$ cat src/rtl/bp_btb_if.sv
// Branch target buffer bus: fetch-side lookup, EXE-side update, table clear
// and performance counter readout.
//   master : CPU pipeline side (drives lookups/updates, receives predictions)
//   slave  : BTB side
// Signals:
//   stall          front-end stall; suppresses lookup statistics
//   if_valid/if_pc fetch lookup request
//   pred_taken     predicted-taken indication (combinational)
//   pred_target    predicted target, 0 when not predicted taken
//   upd_*          resolved-branch update from EXE
//   bp_clear       invalidate every entry
//   stat_*         32-bit saturating performance counters
interface bp_btb_if #(
    parameter int unsigned ADDR_WIDTH = 15
);
    logic                  stall;
    logic                  if_valid;
    logic [ADDR_WIDTH-1:0] if_pc;
    logic                  pred_taken;
    logic [ADDR_WIDTH-1:0] pred_target;
    logic                  upd_en;
    logic [ADDR_WIDTH-1:0] upd_pc;
    logic                  upd_taken;
    logic [ADDR_WIDTH-1:0] upd_target;
    logic                  upd_mispredict;
    logic                  bp_clear;
    logic [31:0]           stat_lookups;
    logic [31:0]           stat_hits;
    logic [31:0]           stat_mispredicts;

    modport master (
        output stall, if_valid, if_pc,
        output upd_en, upd_pc, upd_taken, upd_target, upd_mispredict,
        output bp_clear,
        input  pred_taken, pred_target,
        input  stat_lookups, stat_hits, stat_mispredicts
    );

    modport slave (
        input  stall, if_valid, if_pc,
        input  upd_en, upd_pc, upd_taken, upd_target, upd_mispredict,
        input  bp_clear,
        output pred_taken, pred_target,
        output stat_lookups, stat_hits, stat_mispredicts
    );
endinterface

$ cat src/rtl/bp_btb.sv
// Direct-mapped branch target buffer with saturating direction counters.
// Lookup is combinational; updates and clears land on the rising clock edge
// (read-before-write for a lookup in the same cycle).
// Ports:
//   clk  clock
//   rst  synchronous active-high reset (clears table and statistics)
//   btb  bp_btb_if slave modport (lookup, update, clear, statistics)
// Parameters:
//   ADDR_WIDTH  PC width in bits
//   ENTRIES     number of entries, power of two, >= 2
//   CTR_WIDTH   direction counter width, 1..4
// Build option:
//   BP_BTB_STATS_EN  when defined, implements the lookup/hit/mispredict
//                    counters; otherwise the stat outputs are tied to zero.
module bp_btb #(
    parameter int unsigned ADDR_WIDTH = 15,
    parameter int unsigned ENTRIES    = 16,
    parameter int unsigned CTR_WIDTH  = 2
) (
    input logic     clk,
    input logic     rst,
    bp_btb_if.slave btb
);
    localparam int unsigned IDX   = $clog2(ENTRIES);
    localparam int unsigned TAG_W = ADDR_WIDTH - IDX - 2;

    localparam logic [CTR_WIDTH-1:0] CtrMax  = '1;
    // Freshly allocated entries start weakly taken.
    localparam logic [CTR_WIDTH-1:0] CtrWeak = CTR_WIDTH'(1) << (CTR_WIDTH - 1);

    // Table storage
    logic [ENTRIES-1:0]    valid_q, valid_d;
    logic [TAG_W-1:0]      tag_q    [ENTRIES];
    logic [TAG_W-1:0]      tag_d    [ENTRIES];
    logic [ADDR_WIDTH-1:0] target_q [ENTRIES];
    logic [ADDR_WIDTH-1:0] target_d [ENTRIES];
    logic [CTR_WIDTH-1:0]  ctr_q    [ENTRIES];
    logic [CTR_WIDTH-1:0]  ctr_d    [ENTRIES];

    // Lookup path
    logic [IDX-1:0]   rd_idx;
    logic [TAG_W-1:0] rd_tag;
    logic             hit;

    assign rd_idx = btb.if_pc[IDX+1:2];
    assign rd_tag = btb.if_pc[ADDR_WIDTH-1:IDX+2];
    assign hit    = btb.if_valid & valid_q[rd_idx] & (tag_q[rd_idx] == rd_tag);

    assign btb.pred_taken  = hit & ctr_q[rd_idx][CTR_WIDTH-1];
    assign btb.pred_target = btb.pred_taken ? target_q[rd_idx] : '0;

    // Update path
    logic [IDX-1:0]   wr_idx;
    logic [TAG_W-1:0] wr_tag;
    logic             upd_hit;

    assign wr_idx  = btb.upd_pc[IDX+1:2];
    assign wr_tag  = btb.upd_pc[ADDR_WIDTH-1:IDX+2];
    assign upd_hit = valid_q[wr_idx] & (tag_q[wr_idx] == wr_tag);

    // Word-aligned PCs: the two low bits never select anything.
    logic unused_pc_lsbs;
    assign unused_pc_lsbs = ^{btb.if_pc[1:0], btb.upd_pc[1:0]};

    always_comb begin
        valid_d  = valid_q;
        tag_d    = tag_q;
        target_d = target_q;
        ctr_d    = ctr_q;
        if (btb.bp_clear) begin
            // Clear wins over a simultaneous update; tags/targets are dead once invalid.
            valid_d = '0;
            for (int i = 0; i < ENTRIES; i++) begin
                ctr_d[i] = '0;
            end
        end else if (btb.upd_en) begin
            if (upd_hit) begin
                if (btb.upd_taken) begin
                    if (ctr_q[wr_idx] != CtrMax) begin
                        ctr_d[wr_idx] = ctr_q[wr_idx] + 1'b1;
                    end
                    target_d[wr_idx] = btb.upd_target;
                end else if (ctr_q[wr_idx] != '0) begin
                    ctr_d[wr_idx] = ctr_q[wr_idx] - 1'b1;
                end
            end else if (btb.upd_taken) begin
                // Miss on a taken branch: replace whatever aliases this slot.
                valid_d[wr_idx]  = 1'b1;
                tag_d[wr_idx]    = wr_tag;
                target_d[wr_idx] = btb.upd_target;
                ctr_d[wr_idx]    = CtrWeak;
            end
        end
    end

    always_ff @(posedge clk) begin
        if (rst) begin
            valid_q <= '0;
            for (int i = 0; i < ENTRIES; i++) begin
                tag_q[i]    <= '0;
                target_q[i] <= '0;
                ctr_q[i]    <= '0;
            end
        end else begin
            valid_q  <= valid_d;
            tag_q    <= tag_d;
            target_q <= target_d;
            ctr_q    <= ctr_d;
        end
    end

`ifdef BP_BTB_STATS_EN
    // Saturating performance counters; bp_clear leaves them alone.
    logic        cnt_lookup, cnt_hit, cnt_mispredict;
    logic [31:0] stat_lookups_q, stat_lookups_d;
    logic [31:0] stat_hits_q, stat_hits_d;
    logic [31:0] stat_mispredicts_q, stat_mispredicts_d;

    assign cnt_lookup     = btb.if_valid & ~btb.stall;
    assign cnt_hit        = cnt_lookup & hit;
    assign cnt_mispredict = btb.upd_en & btb.upd_mispredict;

    always_comb begin
        stat_lookups_d     = stat_lookups_q;
        stat_hits_d        = stat_hits_q;
        stat_mispredicts_d = stat_mispredicts_q;
        if (cnt_lookup && (stat_lookups_q != '1)) begin
            stat_lookups_d = stat_lookups_q + 32'd1;
        end
        if (cnt_hit && (stat_hits_q != '1)) begin
            stat_hits_d = stat_hits_q + 32'd1;
        end
        if (cnt_mispredict && (stat_mispredicts_q != '1)) begin
            stat_mispredicts_d = stat_mispredicts_q + 32'd1;
        end
    end

    always_ff @(posedge clk) begin
        if (rst) begin
            stat_lookups_q     <= '0;
            stat_hits_q        <= '0;
            stat_mispredicts_q <= '0;
        end else begin
            stat_lookups_q     <= stat_lookups_d;
            stat_hits_q        <= stat_hits_d;
            stat_mispredicts_q <= stat_mispredicts_d;
        end
    end

    assign btb.stat_lookups     = stat_lookups_q;
    assign btb.stat_hits        = stat_hits_q;
    assign btb.stat_mispredicts = stat_mispredicts_q;
`else
    assign btb.stat_lookups     = '0;
    assign btb.stat_hits        = '0;
    assign btb.stat_mispredicts = '0;

    // Only the statistics consume these.
    logic unused_stat_inputs;
    assign unused_stat_inputs = ^{btb.stall, btb.upd_mispredict};
`endif

endmodule
$ cat src/flat_wrapper.sv
// flat-port wrapper written by rule: the top's interface ports become plain ports
module bp_btb_flat 
#(
    parameter int unsigned ADDR_WIDTH = 15,
    parameter int unsigned ENTRIES    = 16,
    parameter int unsigned CTR_WIDTH  = 2
)
  (clk, rst, btb_stall, btb_if_valid, btb_if_pc, btb_upd_en, btb_upd_pc, btb_upd_taken, btb_upd_target, btb_upd_mispredict, btb_bp_clear, btb_pred_taken, btb_pred_target, btb_stat_lookups, btb_stat_hits, btb_stat_mispredicts);
  bp_btb_if #(.ADDR_WIDTH(ADDR_WIDTH)) btb_i ();
  input logic clk;
  input logic rst;
  input wire logic [$bits(btb_i.stall)-1:0] btb_stall;
  input wire logic [$bits(btb_i.if_valid)-1:0] btb_if_valid;
  input wire logic [$bits(btb_i.if_pc)-1:0] btb_if_pc;
  input wire logic [$bits(btb_i.upd_en)-1:0] btb_upd_en;
  input wire logic [$bits(btb_i.upd_pc)-1:0] btb_upd_pc;
  input wire logic [$bits(btb_i.upd_taken)-1:0] btb_upd_taken;
  input wire logic [$bits(btb_i.upd_target)-1:0] btb_upd_target;
  input wire logic [$bits(btb_i.upd_mispredict)-1:0] btb_upd_mispredict;
  input wire logic [$bits(btb_i.bp_clear)-1:0] btb_bp_clear;
  output wire logic [$bits(btb_i.pred_taken)-1:0] btb_pred_taken;
  output wire logic [$bits(btb_i.pred_target)-1:0] btb_pred_target;
  output wire logic [$bits(btb_i.stat_lookups)-1:0] btb_stat_lookups;
  output wire logic [$bits(btb_i.stat_hits)-1:0] btb_stat_hits;
  output wire logic [$bits(btb_i.stat_mispredicts)-1:0] btb_stat_mispredicts;
  assign btb_i.stall = btb_stall;
  assign btb_i.if_valid = btb_if_valid;
  assign btb_i.if_pc = btb_if_pc;
  assign btb_i.upd_en = btb_upd_en;
  assign btb_i.upd_pc = btb_upd_pc;
  assign btb_i.upd_taken = btb_upd_taken;
  assign btb_i.upd_target = btb_upd_target;
  assign btb_i.upd_mispredict = btb_upd_mispredict;
  assign btb_i.bp_clear = btb_bp_clear;
  assign btb_pred_taken = btb_i.pred_taken;
  assign btb_pred_target = btb_i.pred_target;
  assign btb_stat_lookups = btb_i.stat_lookups;
  assign btb_stat_hits = btb_i.stat_hits;
  assign btb_stat_mispredicts = btb_i.stat_mispredicts;
  bp_btb #(.ADDR_WIDTH(ADDR_WIDTH), .ENTRIES(ENTRIES), .CTR_WIDTH(CTR_WIDTH)) u_core (.clk(clk), .rst(rst), .btb(btb_i));
endmodule
$ cat config.mk
export PLATFORM = sky130hd
export DESIGN_NAME = bp_btb_flat
export DESIGN_NICKNAME = d
export VERILOG_FILES = /design/src/rtl/bp_btb_if.sv /design/src/rtl/bp_btb.sv /design/src/flat_wrapper.sv
export SDC_FILE = /design/constraint.sdc
export NUM_CORES = 1
export LEC_CHECK = 0
export BUFFER_PORTS_ARGS = -buffer_cell sky130_fd_sc_hd__buf_4
export CAP_MARGIN = 30
export CORE_UTILIZATION = 55
export DETAILED_ROUTE_END_ITERATION = 10
export PLACE_DENSITY_LB_ADDON = 0.1
export RECOVER_POWER = 25
export SETUP_SLACK_MARGIN = 0.1
export SYNTH_ARGS = -nofsm -noshare
export SYNTH_HDL_FRONTEND = slang
export SYNTH_SLANG_ARGS = --single-unit
$ cat constraint.sdc
create_clock -name clk -period 5.2 [get_ports clk]
set_clock_uncertainty 0.05 [all_clocks]
set_input_delay 1.3 -clock clk [delete_from_list [all_inputs] [get_ports clk]]
set_output_delay 1.3 -clock clk [all_outputs]
set_load 0.01 [all_outputs]
==> flow_summary.ini <==
[status]
outcome = finished with violations
violations = capacitance limit, slew limit

[min_path]
worstHoldPathCells = 2
min_path_type = flop to flop
min_to = u_core.target_q[183]
worstHoldStart = u_core.target_q[183]

[route]
dr.pass1.iters = 6
drc_errors = 0
vias_per_cell = 6.32
finalWirelength_mm = 70.3
initialDrtViolationCount = 2378
drtAntennaViolNets = 0
vias = 18500
wl_per_cell_um = 24.0

[cts]
cts.sink_count = 432
cts_buffers = 46
cts_tree = done
htreeDepth = 2
clock-root-buffer = clkbuf_16
clock_latency_ps = 590
clk_path_buf_depth = 3
clk_pin_slew_ps = 60
ctsHoldBuffers = 0

[floorplan]
rows = 72
coreArea_um2 = 38800
die_w_um = 201
initial_core_util_pct = 56.0
die_area_um2 = 40300
io_pins = 165
fp.dieH_um = 201

[power]
p_int_mw = 5.39
p_clk_share_pct = 46.8
power_frac_comb_pct = 6.4
total_power_mw = 7.11
irDropWorstVdd_v = 0.000251
switchingPower_mw = 1.72
switching_share_pct = 24.2
powerDensity_nw_per_um2 = 300
p_seq_share_pct = 46.8
p_leak_nw = 7.95

[worst_setup_path]
crit_path_max_fanout = 16
rrSetupSlack_ps = 1650
crit_type = input port to primary output
end_kind = primary output
reg2reg_from = u_core.tag_q[82]
crit_required_ps = 3850
worstPathArrival_ps = 3800
worst_r2r_path_depth = 9
r2r-end = u_core.ctr_q[17]
critPathLaunchType = input port

[synthesis]
postSynthRegisterBits = 432
synth_area_leader_cell = dfxtp_1
synthCells = 2436
synth_top_cells_by_area = dfxtp_1 (40%), mux4_2 (18%), nand2_1 (9.6%)
yosys.area.top_type_share_pct = 39.8
synth_top_flop_cell = dfxtp_1
synth_edf_count = 0
yosysWarnings = 0
ys_seq_area_share_pct = 39.8
avgSynthCellArea_um2 = 8.92
async_flop_share_pct = 0
synth_cell_types = 43
syn_area_um2 = 21700

[sta]
worst_slew_pin_slew_ps = 1500
min_period_ps = 5150
whs_ps = 402
timing.final.crit_share_pct = 99.1
rsz0062_at_grt = yes
slew_viol_final = 17
setup_viol = 0
tns_ps = 0
hold_violations = 0
fmax_mhz = 194
slew-limit-headroom_pct = -0.130

[global_route]
grt_pass1_wl_mm = 107
grt-ovfl-total = 0
grt_use_total_pct = 34.6
grt_pass1_vias = 17700
grt_antenna_before_repair = 2
grt_max_degree = 200

[placed_design]
port-buffer-count = 62
place_congestion = 0.898
hpwl_mm = 39.2

[cells_and_area]
nNetsFinal = 2426
final_util_pct = 61.0
drive_gt1_share_pct = 17.4
layout-area-overhead-vs-synth_pct = 8.98

[flow_run]
maxCapViolCount = 1
-- sequential cells by signal, indices dropped and copies added, names as in the netlist --
signal	flops
u_core.ctr_q	32
u_core.tag_q	144
u_core.target_q	240
u_core.valid_q	16
-- final cells by class --
| class | instances | area, µm² |
|---|---|---|
| clock buffers | 68 | 1330 |
| multi-input cells | 1746 | 11700 |
| fillers | 3339 | 15100 |
| flip-flops and latches | 432 | 8650 |
| well taps | 518 | 648 |
| repair buffers | 140 | 1200 |
| clock inverters | 15 | 171 |
| inverters | 5 | 18.8 |
| diodes | 1 | 2.50 |
-- cell usage after synthesis (22+ instances only) --
library cell,n
nor2_1,68
a21oi_1,402
buf_1,22
mux2i_1,48
nand2_1,556
mux4_2,169
clkbuf_1,184
buf_4,100
nand3_1,158
o21ai_0,134
dfxtp_1,432
buf_2,23
-- worst max path at each step --
| stage | start | endpoint | cells past startpoint |
|---|---|---|---|
| detailed placement | btb_if_pc[2] | btb_pred_target[1] | 11 |
| floorplan | btb_if_pc[2] | btb_pred_target[10] | 9 |
| CTS | btb_if_pc[2] | btb_pred_target[1] | 11 |
| global placement | btb_if_pc[2] | btb_pred_target[6] | 11 |
| global route | btb_if_pc[2] | btb_pred_target[9] | 11 |
| finish | btb_if_pc[2] | btb_pred_target[9] | 11 |
-- metal layers --
metal | GRT usage [%] | vias to the layer above | part of all wire (%)
li1 | - | 8183 | -
met1 | 46.1 | 8972 | 39
met2 | 54.4 | 1073 | 46
met3 | 5.75 | 251 | 10
met4 | 17.8 | 0 | 5.4
met5 | 0 | - | 0
-- worst max-delay path, cell delays in order --
cell and delay [ps]:
buf_12 120, buf_12 120, mux4_2 500, mux4_2 500
xor2_1 170, nor4_2 320, buf_4 160, nand4_1 100
buf_6 200, nor2b_1 150, buf_4 140
-- metrics by stage --
step | area [µm²] | cells | worst slack [ps]
6_report | 23700 | 2925 | 47.8
2_1_floorplan | 22100 | 2531 | 121
3_5_place_dp | 22200 | 2841 | -69.5
4_1_cts | 23700 | 2924 | 45.8
5_1_grt | 23700 | 2924 | -14.6
3_3_place_gp | 22200 | 2841 | -125
-- what timing repair did --
action                                  in CTS  in global routing
gates resized for setup                      6                  3
pin swaps                                    0                  1
endpoints found under the setup margin      16                 16
setup buffers                                0                  0
-- power groups by stage --
stage / logic (mW) / clock network, mW / registers [mW]
floorplan: 0.367 / 0 / 3.40
global placement: 0.443 / 0 / 3.40
detailed placement: 0.447 / 0 / 3.40
CTS: 0.449 / 3.35 / 3.33
global route: 0.481 / 3.49 / 3.33
finish: 0.456 / 3.33 / 3.33
-- placed cells by master, fill, tap and decap left out, types with 16 or more instances in the layout --
master,n
nand2_1,556
nand3_1,157
o21ai_1,19
mux4_2,169
clkbuf_16,46
buf_4,110
nor2_2,16
conb_1,96
o21ai_0,134
nor2_1,52
clkbuf_1,16
xor2_1,19
dfxtp_1,432
mux2i_1,48
a21oi_1,402
nor2b_1,16
-- cells by family (layout without fill, tap and decap cells) --
family / Yosys count / after routing / share of synthesized area [%]
fa+ha+maj: 2 / 2 / 0.115
other cells: 1 / 97 / 0.0173
mux: 222 / 222 / 20.2
simple gates: 824 / 824 / 15.7
compound gates: 577 / 577 / 14.6
xor+xnor: 25 / 25 / 1.01
flops: 432 / 432 / 39.8
buf+inv: 353 / 228 / 8.56
No activity file was read; power rests on OpenSTA's default activity.
